===== src/rtl/ps2_keycode_decoder_pkg.sv =====
// Shared constants and types for the PS/2 keycode decoder.
// Scan-code prefixes, frame-FSM states and default timing.
package ps2_keycode_decoder_pkg;

  localparam logic [7:0] PS2_BREAK = 8'hF0;
  localparam logic [7:0] PS2_EXT   = 8'hE0;

  localparam int PS2_FILTER_LEN_DEF = 4;
  localparam int PS2_TIMEOUT_DEF    = 100000;

  typedef enum logic [1:0] {
    ST_IDLE   = 2'd0,
    ST_DATA   = 2'd1,
    ST_PARITY = 2'd2,
    ST_STOP   = 2'd3
  } frame_state_e;

  // Odd parity holds when data plus parity has an odd number of ones
  function automatic logic odd_parity_ok(
    input logic [7:0] d,
    input logic       p
  );
    return ^{d, p};
  endfunction

endpackage


===== src/rtl/ps2_keycode_decoder_frame_rx.sv =====
// PS/2 frame receiver: synchronisers, clock glitch filter,
// 11-bit frame FSM with mid-frame timeout; emits byte + strobe.
module ps2_frame_rx
  import ps2_keycode_decoder_pkg::*;
#(
  parameter int FILTER_LEN     = PS2_FILTER_LEN_DEF,
  parameter int TIMEOUT_CYCLES = PS2_TIMEOUT_DEF
) (
  input  logic       clk,
  input  logic       rst_n,
  input  logic       ps2_clk,
  input  logic       ps2_data,
  output logic [7:0] rx_byte,
  output logic       byte_valid,
  output logic       frame_err
);

  localparam int FCW = $clog2(FILTER_LEN + 1);
  localparam int TCW = $clog2(TIMEOUT_CYCLES + 1);
  localparam logic [FCW-1:0] FCNT_LAST = FCW'(FILTER_LEN - 1);
  localparam logic [TCW-1:0] TCNT_LAST = TCW'(TIMEOUT_CYCLES - 1);

  logic [1:0]     sclk_q, sclk_d;
  logic [1:0]     sdat_q, sdat_d;
  logic           filt_q, filt_d;
  logic [FCW-1:0] fcnt_q, fcnt_d;
  logic [TCW-1:0] tmo_q, tmo_d;
  frame_state_e   state_q, state_d;
  logic [2:0]     bcnt_q, bcnt_d;
  logic [7:0]     shift_q, shift_d;
  logic           par_q, par_d;

  logic clk_s, dat_s, fall, timeout, frame_end, frame_ok;

  assign clk_s = sclk_q[1];
  assign dat_s = sdat_q[1];

  // Two-flop synchronisers shift the raw pins in
  always_comb begin
    sclk_d = {sclk_q[0], ps2_clk};
    sdat_d = {sdat_q[0], ps2_data};
  end

  // Glitch filter: flip only after FILTER_LEN differing samples
  always_comb begin
    filt_d = filt_q;
    fcnt_d = '0;
    fall   = 1'b0;
    if (clk_s != filt_q) begin
      if (fcnt_q == FCNT_LAST) begin
        filt_d = clk_s;
        fall   = filt_q;
      end else begin
        fcnt_d = fcnt_q + 1'b1;
      end
    end
  end

  // Timeout counts idle cycles while a frame is in flight
  always_comb begin
    tmo_d   = '0;
    timeout = 1'b0;
    if (state_q != ST_IDLE && !fall) begin
      if (tmo_q == TCNT_LAST) begin
        timeout = 1'b1;
      end else begin
        tmo_d = tmo_q + 1'b1;
      end
    end
  end

  // Frame FSM next state
  always_comb begin
    state_d = state_q;
    unique case (state_q)
      ST_IDLE:   if (fall && !dat_s) state_d = ST_DATA;
      ST_DATA:   if (fall && bcnt_q == 3'd7) state_d = ST_PARITY;
      ST_PARITY: if (fall) state_d = ST_PARITY == state_q ? ST_STOP : state_q;
      ST_STOP:   if (fall) state_d = ST_IDLE;
      default:   state_d = ST_IDLE;
    endcase
    if (timeout) state_d = ST_IDLE;
  end

  // Datapath: shift data bits LSB first, capture parity bit
  always_comb begin
    shift_d = shift_q;
    bcnt_d  = bcnt_q;
    par_d   = par_q;
    if (timeout) begin
      shift_d = '0;
      bcnt_d  = '0;
    end else if (fall) begin
      if (state_q == ST_IDLE) begin
        bcnt_d = '0;
      end else if (state_q == ST_DATA) begin
        shift_d = {dat_s, shift_q[7:1]};
        bcnt_d  = bcnt_q + 1'b1;
      end else if (state_q == ST_PARITY) begin
        par_d = dat_s;
      end
    end
  end

  // Frame FSM outputs: judge the frame on the stop-bit edge
  always_comb begin
    frame_end  = fall && (state_q == ST_STOP);
    frame_ok   = dat_s && odd_parity_ok(shift_q, par_q);
    byte_valid = frame_end && frame_ok;
    frame_err  = frame_end && !frame_ok;
    rx_byte    = shift_q;
  end

  // State register; lines idle high so synchronisers reset to 1
  always_ff @(posedge clk or negedge rst_n) begin
    if (!rst_n) begin
      sclk_q  <= 2'b11;
      sdat_q  <= 2'b11;
      filt_q  <= 1'b1;
      fcnt_q  <= '0;
      tmo_q   <= '0;
      state_q <= ST_IDLE;
      bcnt_q  <= '0;
      shift_q <= '0;
      par_q   <= 1'b0;
    end else begin
      sclk_q  <= sclk_d;
      sdat_q  <= sdat_d;
      filt_q  <= filt_d;
      fcnt_q  <= fcnt_d;
      tmo_q   <= tmo_d;
      state_q <= state_d;
      bcnt_q  <= bcnt_d;
      shift_q <= shift_d;
      par_q   <= par_d;
    end
  end

endmodule


===== src/rtl/ps2_keycode_decoder.sv =====
// PS/2 set-2 scan-code decoder: held-key level plus make code.
// Define PS2_EXT_FILTER_EN to swallow E0-prefixed codes.
module ps2_keycode_decoder
  import ps2_keycode_decoder_pkg::*;
#(
  parameter int FILTER_LEN     = PS2_FILTER_LEN_DEF,
  parameter int TIMEOUT_CYCLES = PS2_TIMEOUT_DEF
) (
  input  logic       clk,
  input  logic       rst_n,
  input  logic       ps2_clk,
  input  logic       ps2_data,
  output logic       keypress,
  output logic [7:0] keycode
);

  logic [7:0] rx_byte;
  logic       byte_valid;
  logic       frame_err;

  logic       ext_q, ext_d;
  logic       brk_q, brk_d;
  logic       keypress_q, keypress_d;
  logic [7:0] keycode_q, keycode_d;
  logic       is_ext, is_brk, swallow;

  ps2_frame_rx #(
    .FILTER_LEN     (FILTER_LEN),
    .TIMEOUT_CYCLES (TIMEOUT_CYCLES)
  ) u_rx (
    .clk        (clk),
    .rst_n      (rst_n),
    .ps2_clk    (ps2_clk),
    .ps2_data   (ps2_data),
    .rx_byte    (rx_byte),
    .byte_valid (byte_valid),
    .frame_err  (frame_err)
  );

  assign is_ext = (rx_byte == PS2_EXT);
  assign is_brk = (rx_byte == PS2_BREAK);

`ifdef PS2_EXT_FILTER_EN
  assign swallow = ext_q;
`else
  assign swallow = 1'b0;
`endif

  // Scan-code layer: prefixes arm flags, other bytes act on the key
  always_comb begin
    ext_d      = ext_q;
    brk_d      = brk_q;
    keypress_d = keypress_q;
    keycode_d  = keycode_q;
    if (frame_err) begin
      ext_d = 1'b0;
      brk_d = 1'b0;
    end else if (byte_valid) begin
      unique case (1'b1)
        is_ext: ext_d = 1'b1;
        is_brk: brk_d = 1'b1;
        default: begin
          ext_d = 1'b0;
          brk_d = 1'b0;
          if (!swallow) begin
            if (!brk_q) begin
              keycode_d  = rx_byte;
              keypress_d = 1'b1;
            end else if (rx_byte == keycode_q) begin
              keypress_d = 1'b0;
            end
          end
        end
      endcase
    end
  end

  // Key state registers
  always_ff @(posedge clk or negedge rst_n) begin
    if (!rst_n) begin
      ext_q      <= 1'b0;
      brk_q      <= 1'b0;
      keypress_q <= 1'b0;
      keycode_q  <= 8'h00;
    end else begin
      ext_q      <= ext_d;
      brk_q      <= brk_d;
      keypress_q <= keypress_d;
      keycode_q  <= keycode_d;
    end
  end

  assign keypress = keypress_q;
  assign keycode  = keycode_q;

endmodule


===== config.mk =====
export PLATFORM = sky130hd
export DESIGN_NAME = ps2_keycode_decoder
export DESIGN_NICKNAME = d
export VERILOG_FILES = /design/src/rtl/ps2_keycode_decoder_pkg.sv /design/src/rtl/ps2_keycode_decoder_frame_rx.sv /design/src/rtl/ps2_keycode_decoder.sv
export SDC_FILE = /design/constraint.sdc
export NUM_CORES = 1
export LEC_CHECK = 0
export CAP_MARGIN = 20
export CORE_MARGIN = 5
export CORE_UTILIZATION = 59
export CTS_BUF_LIST = sky130_fd_sc_hd__clkbuf_16
export CTS_CLUSTER_DIAMETER = 200
export CTS_CLUSTER_SIZE = 30
export DETAILED_ROUTE_END_ITERATION = 10
export HOLD_SLACK_MARGIN = 0.1
export PLACE_DENSITY_LB_ADDON = 0.3
export SYNTH_ARGS = -nofsm -noshare
export SYNTH_HDL_FRONTEND = slang
export SYNTH_HIERARCHICAL = 1
export SYNTH_SLANG_ARGS = --single-unit

===== constraint.sdc =====
create_clock -name clk -period 2.7 [get_ports clk]
set_input_delay 0.27 -clock clk [delete_from_list [all_inputs] [get_ports clk]]
set_output_delay 0.27 -clock clk [all_outputs]
set_load 0.05 [all_outputs]

* Yosys cells after proc, flatten, opt, wreduce, memory -nomap -nowiden *
Index checks and enable logic that the tools add are counted.

word-level totals
  input bits = 4
  register bits = 49
  output and inout bits = 9
  logic and storage cells = 94

cells by class
  bitwise gates (word level) = 6
  reduce and logical (&&, ||, !) cells = 26
  $add $sub $neg = 3
  equality and inequality tests = 19
  muxes and demuxes = 28

operators by type and width
  kind                     number
  $mux W17                 2
  $mux W8                  4
  $mux W3                  6
  $add A17 B1 Y17 const B  1
  $eq A17 B17 Y1 const B   1
  $eq A8 B8 Y1 const B     2
  $ne A3 B1 Y1 const B     5
  $mux W2                  6
  $reduce_and A5 Y1        2
  $reduce_xor A9 Y1        1
  $eq A8 B8 Y1             1
  $mux W1                  8
  $pmux W2 S4              1
  $reduce_and A4 Y1        2
  $reduce_bool A2 Y1       4
  $logic_and A1 B1 Y1      7
  $add A3 B1 Y3 const B    2
  $not A1 Y1               6
  $reduce_and A2 Y1        3
  $eq A2 B2 Y1 const B     2
  $ne A2 B1 Y1 const B     2
  $eq A3 B2 Y1 const B     1
  $eq A3 B3 Y1 const B     1
  $logic_not A1 Y1         3
  other kinds (9)          9

* Longest topological paths before layout *
  depth after elaboration = 8
  gate-level depth with buffers = 9
  depth with buffers taken out = 8

* Modules after synthesis *
Netlist, hierarchy kept.

by module, submodules not included
  module               instances  area each (µm²)  sequential area each (µm²)  cells an instance
  ps2_frame_rx         1          2021.9           982.2                       190
  ps2_keycode_decoder  1          504.2            250.2                       44

* Worst setup path after synthesis *
No wires, ideal clock.

  kind = register to register
  start point = register u_rx.shift_q[7] (netlist: u_rx/rx_byte[7])
  end point = register keycode_q[2] (netlist: keycode[2])
  cell stages (with the launch flop) = 8
  arrival = 2144 ps
  buffers on the path = 0
  period minus slack after synthesis = 2269 ps
  required time = 2575 ps
  library setup time = 125 ps
  slack = 431 ps
  path through = dfrtp_1 xnor3_1 or2_2 mux2i_1 and3_1 nor3b_2 o21ai_4 mux2_2

between the ends
  elaborated cells between the ends (all ways) = 11
  classes of those cells = eq/ne: 2; bitwise: 2; reduce/logical: 7

RTL lines
  item                                RTL line                             text
  start: declaration                  ps2_keycode_decoder_frame_rx.sv:30   logic [7:0] shift_q, shift_d;
  start signal: assignment            ps2_keycode_decoder_frame_rx.sv:134  shift_q <= shift_d;
  $reduce_xor A9 Y1                   ps2_keycode_decoder_pkg.sv:23        return ^{d, p};
  $logic_and A1 B1 Y1                 ps2_keycode_decoder_frame_rx.sv:108  frame_ok = dat_s && odd_parity_ok(shift_q, par_q);
  $logic_and A1 B1 Y1                 ps2_keycode_decoder_frame_rx.sv:109  byte_valid = frame_end && frame_ok;
  named net byte_valid                ps2_keycode_decoder.sv:18            logic byte_valid;
  $reduce_and A4 Y1 (no source line)  -
  end signal: assignment              ps2_keycode_decoder.sv:89            keycode_q <= keycode_d;
  end: declaration                    ps2_keycode_decoder.sv:24            logic [7:0] keycode_q, keycode_d;

The timed path passes the listed nets, and every way through them passes these cells.
A chain may end at the register's enable or synchronous reset.

* Final worst setup path *
  start point = register u_rx.shift_q[7] (netlist: u_rx/rx_byte[7])
  end point = register keycode_q[7] (netlist: keycode[7])

The elaborated chain is that of the path after synthesis.

==> impl_metrics.yaml <==
status:
  outcome: "finished clean"
routing:
  drt_iter0_markers: 111
  dr.pass1.iters: 4
  vias_per_cell: 5.844
  vias: 1765
  drc: 0
  ant_nets: 0
  wl_um: 4419
  wl_per_cell_um: 14.63
clock_network:
  clock-sinks: 49
  numCtsBuffers: 5
  hold_buffers: 0
  postCtsSetupBuffers: 0
  cts-resized-gates: 0
  root_buffer: "clkbuf_16"
  cts_buffer_depth: 2
  clk_latency_ns: 0.29
  cts_tree: "yes"
  clk_pin_slew_ns: 0.07
  htreeDepth: 2
timing:
  fin_crit_sh_pct: 93.82
  fin_crit_ns: 2.533
  finClkSkew_ns: 0.004999
  final_hold_viol_count: 0
  rsz0062_at_grt: "no"
  setup-violations-final: 0
  fmax_mhz: 394.8
  tns_ns: 0
  slew_headroom_pct: 50.87
  maxSlewViolCount: 0
  worstMarginPinSlew_ns: 0.7270
critical_path:
  reg2reg_slack_ns: 0.17
  path_cells: "xnor3_1 > or2_2 > mux2i_1 > and3_1 > nor3b_2 > o21ai_4 > mux2_2"
  slowest_stage: "xnor3_1"
  end_kind: "flop"
  cp_max_fo: 9
  critPathLaunchType: "flop"
  cp_slowest_stage_delay_ns: 0.45
  path_buf_inv: 0
  path_class: "flop to flop"
  cp.required_ns: 2.87
  cp_top_family: "simple AND/OR/NAND/NOR gates"
  cp_data_arrival_time_ns: 2.71
synth:
  synth_flop_cell: "dfrtp_1"
  seq_area_frac_synth_pct: 48.79
  async_flop_share_pct: 100.0
  synth_fp_nets: 247
  yosys_warnings: 6
  synthDistinctLibCells: 46
  synthCells: 234
  netlist_area_um2: 2526
  synth_edf_count: 0
  synth.avg_cell_area_um2: 10.80
  yosys-top-cells-area: "dfrtp_1 44%, xnor2_1 6.2%, dfstp_2 5.2%"
  synth_top_cell_by_area: "dfrtp_1"
  ys_ff_latch: 49
  synth_top_cell_area_share_pct: 43.59
final_layout:
  finalNetCount: 264
  multi_input_area_um2: 1247
  regArea_um2: 1232
  final_area_um2: 2872
  fill_cells: 323
  antennaDiodeCount: 0
  areaGrowthSynthToFinish_pct: 13.67
  layout-drive-gt1-share_pct: 13.10
grt:
  grt_util_met3_pct: 4.749
  overflow: 0
  grt_use_met1_pct: 21.42
  grt_pass1_vias: 1778
  grt_use_met2_pct: 30.58
  grt_use_total_pct: 17.99
  grt_pass1_wl_um: 7769
  grt.busiest_layer: "met2"
  grt_max_degree: 50
  antenna_found_initial: 0
placed_design:
  dp_hpwl_um: 3106
  placed_area_um2: 2691
  globalplace.congestion: 0.8635
  port_buffers: 12
flow_run:
  cap_violations: 0
floorplan:
  row_count: 23
  die_x_um: 75.44
  die_y_um: 75.44
  coreArea_um2: 4086
  pin_count: 13
  dieArea_um2: 5690
  start_util_pct: 61.82
power:
  peakVddDrop_v: 0.0004864
  p_leak_nw: 1.352
  power_density_nw_per_um2: 710.5
min_path:
  hp-class: "flop to flop"
## cell usage after synthesis, types with 3 or more instances
master	n
buf_2	4
nand4_1	7
o21ai_0	6
inv_1	5
nor3_1	3
ha_1	9
dfstp_2	5
or3_1	3
dfrtp_1	44
xor2_1	6
mux2_2	6
nor4bb_1	3
nor2_1	29
nor4_1	3
nor2b_1	3
mux2i_1	9
a21oi_1	6
xnor2_1	18
nand2_1	17
nand3_1	7
nand2b_1	4
## worst register-to-register path, delay by kind of cell, from the launching register on
| kind | cells | cell delay, ns |
|---|---|---|
| AO/OA/AOI/OAI | 1 | 0.18 |
| XOR/XNOR | 1 | 0.45 |
| flip-flops | 1 | 0.44 |
| multiplexers | 2 | 0.48 |
| AND/OR/NAND/NOR | 3 | 0.86 |
## sequential cells by signal (all words and copies together) (netlist names), 2 cells and up
signal,flops
u_rx/tmo_q,17
keycode,8
u_rx/rx_byte,8
u_rx/bcnt_q,3
u_rx/fcnt_q,3
u_rx/sclk_q,2
u_rx/sdat_q,2
u_rx/state_q,2
## cell families after synthesis
kind of cell,Yosys count,share of synthesized area [%]
AND/OR/NAND/NOR,99,21.84
flip-flops,49,48.79
XOR/XNOR,26,10.10
AO/OA/AOI/OAI,25,6.736
multiplexers,15,6.241
buffers and inverters,11,1.833
adder cells (fa/ha/maj),9,4.458
## final cells by class
cell class | instances | area share (%)
timing repair buffer | 16 | 5.577
inverter | 5 | 0.6536
tap | 50 | 2.179
clock buffer | 5 | 4.357
clock inverter | 3 | 0.8715
sequential | 49 | 42.92
multi-input combinational | 174 | 43.44
## power breakdown
| part | internal, W | total [W] | switching, W |
|---|---|---|---|
| Sequential | 0.000822 | 0.000896 | 0.0000738 |
| Combinational | 0.000241 | 0.000525 | 0.000283 |
| Clock | 0.000348 | 0.000619 | 0.000271 |
| Total | 0.00141 | 0.00204 | 0.000629 |
## per-layer routing
| metal | vias to the layer above | part of all wire (%) |
|---|---|---|
| met5 | - | 0 |
| met3 | 9 | 3.1 |
| met1 | 866 | 45 |
| met4 | 0 | 1.9 |
| met2 | 31 | 50 |
| li1 | 859 | - |
## path summary, 6_finish.rpt
| check | start | endpoint | depth (start not counted) |
|---|---|---|---|
| worst max-delay path | u_rx/rx_byte[7]$_DFFE_PN0P_ | keycode[7]$_DFFE_PN0P_ | 7 |
| worst min-delay path | u_rx/sclk_q[0]$_DFF_PN1_ | u_rx/sclk_q[1]$_DFF_PN1_ | 0 |
| worst max register to register | u_rx/rx_byte[7]$_DFFE_PN0P_ | keycode[7]$_DFFE_PN0P_ | 7 |
| worst min register to register | u_rx/sclk_q[0]$_DFF_PN1_ | u_rx/sclk_q[1]$_DFF_PN1_ | 0 |
| max in group asynchronous | rst_n | keycode[6]$_DFFE_PN0P_ | 3 |
| min in group asynchronous | rst_n | u_rx/state_q[1]$_DFFE_PN0P_ | 2 |
## metrics by stage
| stage | setup WS [ns] | power, W | hold WS, ns | utilization, % | instances |
|---|---|---|---|---|---|
| finish | 0.1668 | 0.002040 | 0.3566 | 70.27 | 302 |
| detailed placement | 0.2085 | 0.001431 | 0.3478 | 65.86 | 292 |
| global route | 0.01974 | 0.002185 | 0.3636 | 70.27 | 302 |
| CTS | 0.1662 | 0.002062 | 0.2192 | 69.53 | 300 |
| floorplan | 0.4312 | 0.001325 | -0.02559 | - | 234 |
| global placement | 0.3044 | 0.001417 | 0.3461 | 65.86 | 292 |
## layout by cell type (no fill, tap or decap), types with 3 or more instances in the layout
cell / netlist / routed
dfrtp_1: 44 / 44
nor2_1: 29 / 29
xnor2_1: 18 / 18
nand2_1: 17 / 17
clkdlybuf4s50_1: 0 / 11
mux2i_1: 9 / 9
ha_1: 9 / 9
nand4_1: 7 / 7
nand3_1: 7 / 7
mux2_2: 6 / 6
o21ai_0: 6 / 6
a21oi_1: 6 / 6
xor2_1: 6 / 6
clkbuf_16: 0 / 5
inv_1: 5 / 5
dfstp_2: 5 / 5
nand2b_1: 4 / 4
nor2b_1: 3 / 3
nor3_1: 3 / 3
or3_1: 3 / 3
nor4bb_1: 3 / 3
nor4_1: 3 / 3
(Power assumes the default switching activity.)
